--- config.mk ---
export PLATFORM = sky130hd
export DESIGN_NAME = fnn_coeff_loader
export DESIGN_NICKNAME = d
export VERILOG_FILES = /design/src/rtl/fnn_pkg.sv /design/src/rtl/coeff_bank.sv /design/src/rtl/register.sv /design/src/rtl/fnn_coeff_loader.sv
export SDC_FILE = /design/constraint.sdc
export NUM_CORES = 2
export LEC_CHECK = 0
export CORE_UTILIZATION = 40
export CTS_CLUSTER_DIAMETER = 80
export DETAILED_ROUTE_END_ITERATION = 8
export HOLD_SLACK_MARGIN = 0.06
export PLACE_DENSITY = 0.71
export SLEW_MARGIN = 20
export SYNTH_ARGS = -nofsm -noshare
export SYNTH_HDL_FRONTEND = slang
export SYNTH_SLANG_ARGS = --single-unit
--- constraint.sdc ---
create_clock -name clk -period 4.2 [get_ports clk]
set_clock_uncertainty 0.1 [all_clocks]
set_input_delay 0.63 -clock clk [delete_from_list [all_inputs] [get_ports clk]]
set_output_delay 0.63 -clock clk [all_outputs]
set_load 0.01 [all_outputs]
--- src/rtl/fnn_pkg.sv ---
`default_nettype none
// ============================================================================
// Module   : fnn_pkg
// Brief    : Shared types for the IIR coefficient loader (frame order, FSM).
// Revision : 1.0
// ============================================================================
package fnn_pkg;

    localparam int NUM_COEFFS = 9;

    // Frame order: the position in this enum is the coefficient's slot in a frame.
    typedef enum logic [3:0] {
        B0 = 4'd0,
        B1 = 4'd1,
        B2 = 4'd2,
        B3 = 4'd3,
        B4 = 4'd4,
        B5 = 4'd5,
        B6 = 4'd6,
        A3 = 4'd7,
        A6 = 4'd8
    } coeff_idx_e;

    typedef enum logic [1:0] {
        ST_IDLE = 2'd0,
        ST_FILL = 2'd1,
        ST_SWAP = 2'd2
    } loader_state_e;

endpackage
`default_nettype wire

--- src/rtl/coeff_bank.sv ---
`default_nettype none
// ============================================================================
// Module   : coeff_bank
// Brief    : Shadow bank of NUM_COEFFS coefficients with per-word write enable.
// Revision : 1.0
// ============================================================================
module coeff_bank
    import fnn_pkg::*;
#(
    parameter int WIDTH    = 64,
    parameter int BUS_BITS = 16,
    localparam int C_WPC   = WIDTH / BUS_BITS,
    localparam int C_SEL_W = (C_WPC > 1) ? $clog2(C_WPC) : 1
) (
    input  logic                        clk,
    input  logic                        reset,
    input  logic                        wr_en,
    input  logic [3:0]                  wr_coeff,
    input  logic [C_SEL_W-1:0]          wr_slice,
    input  logic [BUS_BITS-1:0]         wr_data,
    output logic [NUM_COEFFS*WIDTH-1:0] bank_d
);

    logic [NUM_COEFFS*WIDTH-1:0] r_bank;

    // bank_d is the bank as it will look after this edge, so a commit can
    // capture the final word together with the rest of the frame.
    for (genvar c = 0; c < NUM_COEFFS; c++) begin : g_coeff
        for (genvar s = 0; s < C_WPC; s++) begin : g_slice
            localparam int C_LO = (c * C_WPC + s) * BUS_BITS;
            logic w_hit;
            assign w_hit = wr_en && (wr_coeff == 4'(c)) && (wr_slice == C_SEL_W'(s));
            assign bank_d[C_LO +: BUS_BITS] = w_hit ? wr_data : r_bank[C_LO +: BUS_BITS];
        end
    end

    always_ff @(posedge clk) begin
        if (reset) begin
            r_bank <= '0;
        end else begin
            r_bank <= bank_d;
        end
    end

endmodule
`default_nettype wire

--- src/rtl/register.sv ---
`default_nettype none
// ============================================================================
// Module   : register
// Brief    : Generic enabled register with synchronous active-high reset.
// Revision : 1.0
// ============================================================================
module register #(
    parameter int W = 8
) (
    input  logic         clk,
    input  logic         reset,
    input  logic         en,
    input  logic [W-1:0] d,
    output logic [W-1:0] q
);

    always_ff @(posedge clk) begin
        if (reset) begin
            q <= '0;
        end else if (en) begin
            q <= d;
        end
    end

endmodule
`default_nettype wire

--- src/rtl/fnn_coeff_loader.sv ---
`default_nettype none
// ============================================================================
// Module   : fnn_coeff_loader
// Brief    : Serial coefficient loader; assembles a frame, commits atomically.
// Revision : 1.0
// ============================================================================
module fnn_coeff_loader
    import fnn_pkg::*;
#(
    parameter int WIDTH    = 64,
    parameter int BUS_BITS = 16
) (
    input  logic                clk,
    input  logic                reset,
    input  logic                word_valid,
    input  logic                word_first,
    input  logic [BUS_BITS-1:0] word_data,
    output logic                word_ready,
    output logic [WIDTH-1:0]    b0,
    output logic [WIDTH-1:0]    b1,
    output logic [WIDTH-1:0]    b2,
    output logic [WIDTH-1:0]    b3,
    output logic [WIDTH-1:0]    b4,
    output logic [WIDTH-1:0]    b5,
    output logic [WIDTH-1:0]    b6,
    output logic [WIDTH-1:0]    a3,
    output logic [WIDTH-1:0]    a6,
    output logic                coefficients_ready,
    output logic                frame_err
);

    localparam int C_WPC         = WIDTH / BUS_BITS;
    localparam int C_FRAME_WORDS = NUM_COEFFS * C_WPC;
    localparam int C_CNT_W       = $clog2(C_FRAME_WORDS);
    localparam int C_SEL_W       = (C_WPC > 1) ? $clog2(C_WPC) : 1;
    localparam logic [C_CNT_W-1:0] C_LAST       = C_CNT_W'(C_FRAME_WORDS - 1);
    localparam logic [C_SEL_W-1:0] C_SLICE_LAST = C_SEL_W'(C_WPC - 1);

    loader_state_e               r_state;
    logic [C_CNT_W-1:0]          r_wcnt;
    logic [3:0]                  r_cidx;
    logic [C_SEL_W-1:0]          r_sidx;
    logic                        r_have_set;
    logic                        r_coef_rdy;
    logic                        r_frame_err;

    logic                        w_accept;
    logic                        w_write;
    logic                        w_commit;
    logic                        w_slice_wrap;
    logic [3:0]                  w_cidx;
    logic [C_SEL_W-1:0]          w_sidx;
    logic [NUM_COEFFS*WIDTH-1:0] w_shadow_d;
    logic [NUM_COEFFS*WIDTH-1:0] w_active_q;

    assign word_ready = (r_state != ST_SWAP) && !reset;
    assign w_accept   = word_valid && word_ready;
    assign w_write    = w_accept && (word_first || (r_state == ST_FILL));
    assign w_commit   = w_accept && !word_first && (r_state == ST_FILL) && (r_wcnt == C_LAST);

    // Coefficient/slice position tracked alongside wcnt to avoid a divider.
    assign w_cidx       = word_first ? 4'd0 : r_cidx;
    assign w_sidx       = word_first ? '0 : r_sidx;
    assign w_slice_wrap = (w_sidx == C_SLICE_LAST);

    always_ff @(posedge clk) begin
        if (reset) begin
            r_state     <= ST_IDLE;
            r_wcnt      <= '0;
            r_cidx      <= '0;
            r_sidx      <= '0;
            r_have_set  <= 1'b0;
            r_coef_rdy  <= 1'b0;
            r_frame_err <= 1'b0;
        end else begin
            r_frame_err <= w_accept && (word_first ? (r_state == ST_FILL)
                                                   : (r_state == ST_IDLE));
            case (r_state)
                ST_IDLE: begin
                    if (w_write) begin
                        r_state <= ST_FILL;
                        r_wcnt  <= C_CNT_W'(1);
                        r_sidx  <= w_slice_wrap ? '0 : w_sidx + C_SEL_W'(1);
                        r_cidx  <= w_slice_wrap ? w_cidx + 4'd1 : w_cidx;
                    end
                end
                ST_FILL: begin
                    if (w_commit) begin
                        r_state    <= ST_SWAP;
                        r_wcnt     <= '0;
                        r_cidx     <= '0;
                        r_sidx     <= '0;
                        r_have_set <= 1'b1;
                        r_coef_rdy <= 1'b0;
                    end else if (w_accept) begin
                        r_wcnt <= word_first ? C_CNT_W'(1) : r_wcnt + C_CNT_W'(1);
                        r_sidx <= w_slice_wrap ? '0 : w_sidx + C_SEL_W'(1);
                        r_cidx <= w_slice_wrap ? w_cidx + 4'd1 : w_cidx;
                    end
                end
                ST_SWAP: begin
                    r_state    <= ST_IDLE;
                    r_coef_rdy <= r_have_set;
                end
                default: begin
                    r_state <= ST_IDLE;
                end
            endcase
        end
    end

    coeff_bank #(
        .WIDTH    (WIDTH),
        .BUS_BITS (BUS_BITS)
    ) u_shadow (
        .clk      (clk),
        .reset    (reset),
        .wr_en    (w_write),
        .wr_coeff (w_cidx),
        .wr_slice (w_sidx),
        .wr_data  (word_data),
        .bank_d   (w_shadow_d)
    );

    register #(
        .W (NUM_COEFFS * WIDTH)
    ) u_active (
        .clk   (clk),
        .reset (reset),
        .en    (w_commit),
        .d     (w_shadow_d),
        .q     (w_active_q)
    );

    assign b0 = w_active_q[int'(B0)*WIDTH +: WIDTH];
    assign b1 = w_active_q[int'(B1)*WIDTH +: WIDTH];
    assign b2 = w_active_q[int'(B2)*WIDTH +: WIDTH];
    assign b3 = w_active_q[int'(B3)*WIDTH +: WIDTH];
    assign b4 = w_active_q[int'(B4)*WIDTH +: WIDTH];
    assign b5 = w_active_q[int'(B5)*WIDTH +: WIDTH];
    assign b6 = w_active_q[int'(B6)*WIDTH +: WIDTH];
    assign a3 = w_active_q[int'(A3)*WIDTH +: WIDTH];
    assign a6 = w_active_q[int'(A6)*WIDTH +: WIDTH];

    assign coefficients_ready = r_coef_rdy;
    assign frame_err          = r_frame_err;

endmodule
`default_nettype wire

==> summary.md <==
| Metric | Value |
|---|---|
| Status | complete, no violations |
| Clock Sinks | about 1200 |
| Critical path's top delay family | simple AND/OR/NAND/NOR gates |
| Crit path kind | input pin to register |
| Crit-path cells | clkdlybuf4s50_1 -> buf_4 -> nor4bb_4 -> buf_4 -> nand4_2 -> mux2i_1 -> a211oi_1 |
| TNS Setup | 0 ns |
| # hold bufs at CTS | 0 |
| Crit path launch type | input pin |
| Die area | 105000 um^2 |
| Vias | approximately 31000 |
| CP Capture Point | u_active.q[422] |
| Mapped Area | about 42000 um^2 |
| EDFF count, synth | 0 |
| Critical path depth | 7 |
| Setup bufs post-CTS | 0 |
| Vias per cell | 5.23 |
| Cells after DPL | about 5800 |
| Site Rows | 118 |
| First-pass GRT wire length | 184 mm |
| Fin. Hold Viols | 0 |
| Initial Utilization | 0.403 |
| CTS Buffer Depth | 3 |
| Crit path capture type | register |
| Max incr delay on CP | 0.72 ns |
| Final setup fails | 0 |
| Post-synth ARST share | 0 |
| Lkg Pwr | 19.2 nW |
| TritonCTS clock tree | yes |
| Die Y | ~320 um |
| H-tree depth | 3 |
| Non-filler cells, final | 6010 |
| Worst path slowest cell | nand4_2 |
| Mean post-synth cell area | between 10 and 15 um^2 |
| CTS Root Cell | clkbuf_16 |
| DP Area | a little under 50000 um^2 |
| Antenna diode count | 0 |
| Critical path required time | ~4.6 ns |
| Initial antenna violation count | 1 |
| Area grow syn2layout | 26.2% |
| Most common cell after layout, fill and taps aside | dfxtp_1 |
| Post-Route WL | 124 mm |
| Dominant synthesized flop cell | dfxtp_1 |
| Num CTS Buffers | between 100 and 150 |
| Clock latency at the later pin of the worst-skew pair | 0.70 ns |
| Synthesized instance count | 4117 |
| Die Wd | between 300 and 400 um |
| Core Area | 103000 um^2 |
| R2r endpoint | u_active.q[422] |
| Layout cells sized above 1 | 0.0959 |
| Syn_nets | 4146 |
| CTS clock-pin slew for the worst setup and hold paths | roughly 0.06 ns |
| Drt initial violations | between 2000 and 2500 |
| Fill cell count | 9243 |
| Routability congestion estimate | 0.800 |
| Gr ovfl total | 0 |
| Unrepaired setup endpoints after global routing | false |
| Peak VDD IR | 0.299 mV |
| Final Cycle Share | 0.766 |
| WP buf/inv | 3 |
| Max Clk Rate | ~0.31 GHz |
| Crit path DAT | 3.64 ns |
| Netlist cell types | 48 |
| Critical Path Fanout Max | 16 |
| Max-cap violations | 0 |
| Final #Nets | 4563 |
| Detail Placement HPWL | 75.6 mm |
| Vias in the first global route | 29157 |
| WHS | between 0.15 and 0.2 ns |
| #FFs+latches synth | between 1000 and 1500 |
| R2R Setup Slk | 1.12 ns |
| # IOs | 599 |
| 1st-pass router iterations | 5 |
| Post-route cell area | 52600 um^2 |
| Worst slew pin tran | between 1 and 1.5 ns |
| Largest net degree at the start of global routing | 244 |
| Commonest cells after routing, fill and taps aside | dfxtp_1, nor2_1, clkdlybuf4s50_1 |
| Final min period | 3.22 ns |
| Detailed-route DRC error count | 0 |
| Final Max Tran Viols | 0 |
| Drt wl/cell | 20.6 um |
| Gr usage total | 0.225 |
| Register area share after synthesis | 0.562 |
| Worst r2r src | r_state[0] |
| Top cell by count, worst path | buf_4 |
| Relative slew slack | 0.267 |
| PD cells | 426 nW/um^2 |
| Synth warn | 0 |
| Post-DRT Antenna Nets | 0 |
| Reg2Reg Depth | 5 |
| Post-CTS Resized | 0 |
| PortBufs | 598 |
| Worst setup path start | word_first |
| HP Class | input pin to register |
[metal layers]
metal / up-vias / routed length (um) / track usage / share of wire
met1: 15167 / 56000 / 0.306 / 0.45
met3: 194 / 7740 / 0.0434 / 0.063
met2: 949 / 56500 / 0.358 / 0.46
met5: - / 0 / 0 / 0
met4: 0 / 3300 / 0.0748 / 0.027
li1: 15135 / - / - / -
[layout make-up]
class                      instances  area (um^2)  share of cell area
sequential                      1169        23400               0.445
multi-input combinational       2538        16500               0.313
timing repair buffer             699         6940               0.132
clock buffer                     165         3420              0.0651
tap                             1380         1730              0.0328
clock inverter                    50          602              0.0114
inverter                           9         41.3            0.000785
[synthesized netlist by cell type, types with 21 or more instances]
library cell	number	area, um^2
a211oi_1	407	3060
a31oi_1	80	500
dfxtp_1	1169	23400
o21bai_1	81	608
a21oi_1	89	445
mux2i_1	497	4970
nand3_1	70	350
buf_1	21	78.8
a211oi_2	90	1130
buf_2	126	631
clkbuf_1	229	860
nand2_1	108	405
nor2_1	1003	3760
[tightest hold or removal path: cells and delay by family]
| kind | cells | cell delay [ns] |
|---|---|---|
| and+or+nand+nor | 1 | 0.08 |
| buffers and inverters | 1 | 0.13 |
| muxes | 1 | 0.10 |
[where the power goes]
part           leakage [nW]  total (mW)  switching, mW  internal (mW)
combinational          7.84       0.535          0.441         0.0940
clock                  1.99        10.8           4.44           6.35
sequential             9.41        11.1        0.00527           11.1
total                  19.2        22.4           4.88           17.5
[kinds of logic after synthesis]
family / synth area share
muxes: 0.119
xor gates and xnor gates: 0.00105
buffers and inverters: 0.0444
DFF: 0.562
AOI/OAI and AO/OA: 0.140
and+or+nand+nor: 0.131
adders and majority gates: 0.00270
[how the worst min path moves through the flow]
stage	start	endpoint	cells past startpoint
after floorplan	r_have_set	coefficients_ready	2
after global routing	word_data[4]	u_shadow.r_bank[52]	3
after detailed placement	r_sidx[1]	r_sidx[1]	2
after CTS	word_data[4]	u_shadow.r_bank[52]	3
after global placement	r_sidx[0]	r_sidx[0]	2
final	word_data[4]	u_shadow.r_bank[52]	3
[stage by stage]
step / power, mW / util / worst slack, ns
6_report: 22.4 / 0.509 / 0.982
5_1_grt: 23.1 / 0.509 / 0.845
4_1_cts: 22.6 / 0.509 / 1.05
3_5_place_dp: 11.9 / 0.470 / 0.326
3_3_place_gp: 11.9 / 0.470 / 0.412
2_1_floorplan: 11.7 / - / 0.944
[registers in the layout (all words and copies together) (netlist names)]
name / cells
r_wcnt: 6
frame_err: 1
r_state: 2
u_shadow.r_bank: 576
r_sidx: 2
r_cidx: 4
r_have_set: 1
u_active.q: 576
coefficients_ready: 1
No activity file was read; power rests on OpenSTA's default activity.
